File: src/rtl/cache_fill_ctrl.sv
// Cache miss refill controller: issues WORDS pipelined word reads for the aligned block
// and steers each returning word into the data array, loading the tag on the last word.
module cache_fill_ctrl #(
    parameter int WORDS  = 8,
    parameter int ADDR_W = 16,
    parameter int DATA_W = 16
) (
    input  logic              clk,
    input  logic              rst,
    input  logic              miss_detected,
    input  logic [ADDR_W-1:0] miss_address,
    input  logic              mem_data_valid,
    input  logic [DATA_W-1:0] mem_data,
    output logic              fsm_busy,
    output logic              mem_req,
    output logic [ADDR_W-1:0] mem_address,
    output logic [ADDR_W-1:0] fill_address,
    output logic              write_data_array,
    output logic              write_tag_array,
    output logic [WORDS-1:0]  word_enable,
    output logic [DATA_W-1:0] data_out,
    output logic              fsm_state_dbg
);
    localparam int IDX_W = $clog2(WORDS);
    localparam int CNT_W = IDX_W + 1;
    localparam int SH_W  = $clog2(DATA_W / 8);
    localparam int OFF_W = IDX_W + SH_W;
    localparam logic [CNT_W-1:0] FULL = CNT_W'(WORDS);
    localparam logic [CNT_W-1:0] LAST = CNT_W'(WORDS - 1);

    // Handshake: memory accepts a request every cycle mem_req=1 and returns data in
    // request order, one word per cycle mem_data_valid=1; there is no back-pressure.
    typedef enum logic {
        S_IDLE = 1'b0,
        S_FILL = 1'b1
    } state_e;

    state_e             state_q, state_d;
    logic [CNT_W-1:0]   issue_cnt_q, issue_cnt_d;
    logic [CNT_W-1:0]   recv_cnt_q, recv_cnt_d;
    logic [ADDR_W-1:0]  fill_addr_q, fill_addr_d;
    logic [IDX_W-1:0]   issue_idx;

    always_ff @(posedge clk or negedge rst) begin
        if (!rst) begin
            state_q     <= S_IDLE;
            issue_cnt_q <= '0;
            recv_cnt_q  <= '0;
            fill_addr_q <= '0;
        end else begin
            state_q     <= state_d;
            issue_cnt_q <= issue_cnt_d;
            recv_cnt_q  <= recv_cnt_d;
            fill_addr_q <= fill_addr_d;
        end
    end

    always_comb begin
        state_d          = state_q;
        issue_cnt_d      = issue_cnt_q;
        recv_cnt_d       = recv_cnt_q;
        fill_addr_d      = fill_addr_q;
        fsm_busy         = 1'b0;
        mem_req          = 1'b0;
        write_data_array = 1'b0;
        write_tag_array  = 1'b0;
        word_enable      = '0;
        case (state_q)
            S_IDLE: begin
                if (miss_detected) begin
                    fill_addr_d = {miss_address[ADDR_W-1:OFF_W], {OFF_W{1'b0}}};
                    issue_cnt_d = '0;
                    recv_cnt_d  = '0;
                    state_d     = S_FILL;
                end
            end
            S_FILL: begin
                fsm_busy = 1'b1;
                if (issue_cnt_q < FULL) begin
                    mem_req     = 1'b1;
                    issue_cnt_d = issue_cnt_q + CNT_W'(1);
                end
                // Words beyond the block are dropped; the count never wraps inside a fill.
                if (mem_data_valid && (recv_cnt_q < FULL)) begin
                    write_data_array = 1'b1;
                    word_enable      = WORDS'(1) << recv_cnt_q[IDX_W-1:0];
                    recv_cnt_d       = recv_cnt_q + CNT_W'(1);
                    if (recv_cnt_q == LAST) begin
                        write_tag_array = 1'b1;
                        state_d         = S_IDLE;
                    end
                end
            end
            default: state_d = S_IDLE;
        endcase
    end

    // Once all requests are out the address holds on the last word of the block.
    assign issue_idx     = (issue_cnt_q < FULL) ? issue_cnt_q[IDX_W-1:0] : IDX_W'(WORDS - 1);
    assign mem_address   = fill_addr_q + (ADDR_W'(issue_idx) << SH_W);
    assign fill_address  = fill_addr_q;
    assign data_out      = rst ? mem_data : '0;
    assign fsm_state_dbg = state_q;

endmodule

File: config.mk
export PLATFORM = sky130hd
export DESIGN_NAME = cache_fill_ctrl
export DESIGN_NICKNAME = d
export VERILOG_FILES = /design/src/rtl/cache_fill_ctrl.sv
export SDC_FILE = /design/constraint.sdc
export NUM_CORES = 1
export LEC_CHECK = 0
export CORE_ASPECT_RATIO = 0.75
export CORE_MARGIN = 5
export CORE_UTILIZATION = 33
export DETAILED_ROUTE_END_ITERATION = 8
export PLACE_DENSITY = 0.8
export RECOVER_POWER = 100
export SKIP_LAST_GASP = 1
export SLEW_MARGIN = 5
export SYNTH_ARGS = -nofsm -noshare
export SYNTH_HDL_FRONTEND = slang
export SYNTH_SLANG_ARGS = --single-unit
File: constraint.sdc
create_clock -name clk -period 1.7 [get_ports clk]
set_clock_uncertainty 0.15 [all_clocks]
set_input_delay 0.255 -clock clk [delete_from_list [all_inputs] [get_ports clk]]
set_output_delay 0.255 -clock clk [all_outputs]
set_load 0.02 [all_outputs]
==> results of run 1 <==
tightest hold or removal path, cell delays in order, from the launching register on:
cell     delay [ns]
dfrtp_1        0.36
nand2_1        0.06
o41ai_1        0.05
cell type report:
class                      instances  area (um2)  share of cell area (%)
timing repair buffer             107        1010                    43.7
multi-input combinational         98         634                    27.5
sequential                        21         527                    22.8
tap                               52        65.1                    2.82
clock buffer                       4        45.0                    1.95
inverter                           5        21.3                   0.922
timing repair inverter             1        7.51                   0.325
placed cells by master, fill, tap and decap left out, types with 2 or more instances in the layout:
cell type / instances
nand2_1: 39
clkdlybuf4s50_1: 38
dfrtp_1: 20
dlymetal6s2s_1: 17
and2_1: 16
buf_4: 14
buf_6: 13
buf_2: 12
clkbuf_2: 6
conb_1: 5
and3_4: 4
clkdlybuf4s15_2: 4
or2_2: 3
and3_1: 3
nor2_1: 3
nand3_1: 3
o21ai_0: 3
ha_2: 3
ha_4: 3
clkbuf_8: 3
inv_1: 2
inv_2: 2
and2_4: 2
dlygate4sd2_1: 2
stage by stage:
| stage | setup TNS, ns | total power (uW) | instances | cell area, um2 | hold WS (ns) |
|---|---|---|---|---|---|
| floorplan | 0 | 2100 | 147 | 1270 | -0.191 |
| global placement | -9.38 | 3000 | 280 | 2160 | 0.329 |
| detailed placement | -9.85 | 3040 | 280 | 2160 | 0.335 |
| CTS | -0.558 | 3400 | 286 | 2260 | 0.353 |
| global route | -0.591 | 3750 | 288 | 2310 | 0.378 |
| finish | -0.162 | 3470 | 288 | 2310 | 0.347 |
flip-flops by register name, summed over array words and instances (netlist names):
signal,flops
fill_address,12
fsm_state_dbg,1
issue_cnt_q,4
recv_cnt_q,4
worst min-delay path by stage:
stage               startpoint          endpoint  slack, ns  cells after the start
2_1_floorplan              rst  fill_address[10]      -0.19                      0
3_3_place_gp     recv_cnt_q[3]     recv_cnt_q[3]       0.33                      2
3_5_place_dp     recv_cnt_q[3]     recv_cnt_q[3]       0.33                      2
4_1_cts         issue_cnt_q[2]    issue_cnt_q[2]       0.35                      1
5_1_grt        miss_address[5]   fill_address[5]       0.38                      3
6_report         recv_cnt_q[3]     recv_cnt_q[3]       0.35                      2
logic make-up (layout without fill, tap and decap cells):
family / count (synthesis) / count (layout)
simple gates: 77 / 77
buf+inv: 28 / 117
flops: 21 / 21
fa+ha+maj: 7 / 7
compound gates: 7 / 7
mux: 2 / 2
other cells: 1 / 5
where the power goes:
part	leakage (uW)	total, uW	switching [uW]	internal [uW]
Sequential	0.000253	940	198	741
Combinational	0.00101	2210	1100	1110
Clock	0.0000228	324	157	167
metal layers:
layer | vias up | part of all wire (%) | GRT usage [%]
li1 | 617 | - | -
met1 | 563 | 37 | 16.5
met2 | 43 | 53 | 25.0
met3 | 2 | 9.3 | 4.42
met4 | 0 | 0.74 | 3.16
met5 | - | 0 | 0
timing repair:
item | 4_1_cts | 5_1_grt
gates resized for setup | 103 | 67
hold endpoints to repair | 0 | 0
buffers inserted | 1 | 2
endpoints found under the setup margin | 32 | 43
cloned | 1 | 0
pin swaps | 3 | 6
hold buffers | 0 | 0
==> impl_metrics.toml, run 1 <==
[critical_path]
cp_max_fo = 5
crit_type = "register to primary output"
crit_chain = "buf_6 -> nand3b_4 -> clkinvlp_4 -> and3_4 -> buf_6"
crit_arrival_ns = 1.34
crit_cells = 5
path_common_cell = "buf_6"
cp-end-kind = "primary output"
critPathLaunch = "fsm_state_dbg"
rr_startpoint = "fsm_state_dbg"
worst_path_dominant_cell_family = "flip-flops"
crit_path_end = "word_enable[2]"
crit_slowest_cell = "dfrtp_1"
timing.rr.end = "issue_cnt_q[0]"
slowest_delay_ns = 0.40
path_buf_inv = 3
reg2reg_slack_ns = 0.29
r2r_cells = 4
startpoint_type = "register"
required_ns = 1.29

[timing]
hold_viol = 0
tightest_slew_ns = 0.522
slew_headroom_pct = 65.2
drv_slew = 0
timing.fmax_ghz = 0.573
period_needed_ns = 1.75
fin_ws_ns = -0.0454
rsz0062_at_grt = "true"
finalCritPeriodShare_pct = 103
setup_viol = 5

[drt]
drc_errors = 0
antenna_left = 0
route.vias.total = 1225
wl_per_cell_um = 12.8
wirelength_um = 3670
via_per_inst = 4.25
first_pass_iters = 3
drtIter0Drc = 37

[grt]
grt_pass1_wl_um = 5780
gr-total-overflow = 0
grtUsageTotal_pct = 14.1
grt_max_degree = 22
grt_antenna_before_repair = 0
grt_pass1_vias = 1242

[yosys]
synth_seq_area_share_pct = 42.0
synth.top_cell.area_share_pct = 42.0
synth.most_common_cell = "nand2_1"
ys_top_cells_by_count = "nand2_1, buf_4, dfrtp_1, and2_1"
ys.flop_type = "dfrtp_1"
synthArstFlopShare_pct = 100
synth_edf_count = 0
synth-xor-area-share_pct = 0
yosysUniqueCellTypes = 24
synth_top_family_by_area = "simple AND/OR/NAND/NOR gates"
synth-seq-cells = 21
synth_mux_area_share_pct = 1.70
synth_area_um2 = 1250
avgSynthCellArea_um2 = 8.75
yosys.area.top_type = "dfrtp_1"
synthSimpleGateAreaFrac_pct = 30.4
synth_fa_ha_area_share_pct = 7.00
synth_compound_area_share_pct = 3.80
synthCells = 143
yosys_warnings = 0
synthTopCellsByArea = "dfrtp_1, buf_4, nand2_1, and2_1, ha_1"

[final_layout]
nets = 280
final_layout_size_suffix_gt1_share_pct = 31.8
syn2layout_area_growth_pct = 84.4
nFillCells = 330
fin_util_pct = 63.0
diodes = 0

[die]
dieArea_um2 = 5140
rows = 19
ioPinCount = 97
core-area_um2 = 3660
die_w_um = 81.1
start_util_pct = 34.2
die_h_um = 63.3

[placed_design]
place.gp.congestion = 0.752
io_buffer_count = 87
dp_hpwl_um = 2790
pre_cts_slack_ns = -0.516

[clock_tree]
cts_tree = "built"
root_buffer = "clkbuf_8"
clkTransAtPathRegs_ns = 0.08
numCtsBuffers = 3
clock_latency_ns = 0.26
cts.sinks = 21
htree_levels = 1
cts_buffer_depth = 2

[power_and_ir_drop]
ir_drop_uv = 789
power.density_nw_per_um2 = 1500
leakagePower_uw = 0.00129

[flow_run]
drv_cap = 0

[worst_hold_path]
holdCritPathClass = "register to register"

[status]
violations = "negative setup slack"
status = "finished, violations left"
(Power assumes the default switching activity.)
==> run 2, diff against run 1 <==
Settings changed: ABC_AREA from default to 0.
==> results of run 2 <==
Final layout, timing and power as in run 1 (identical DEF).
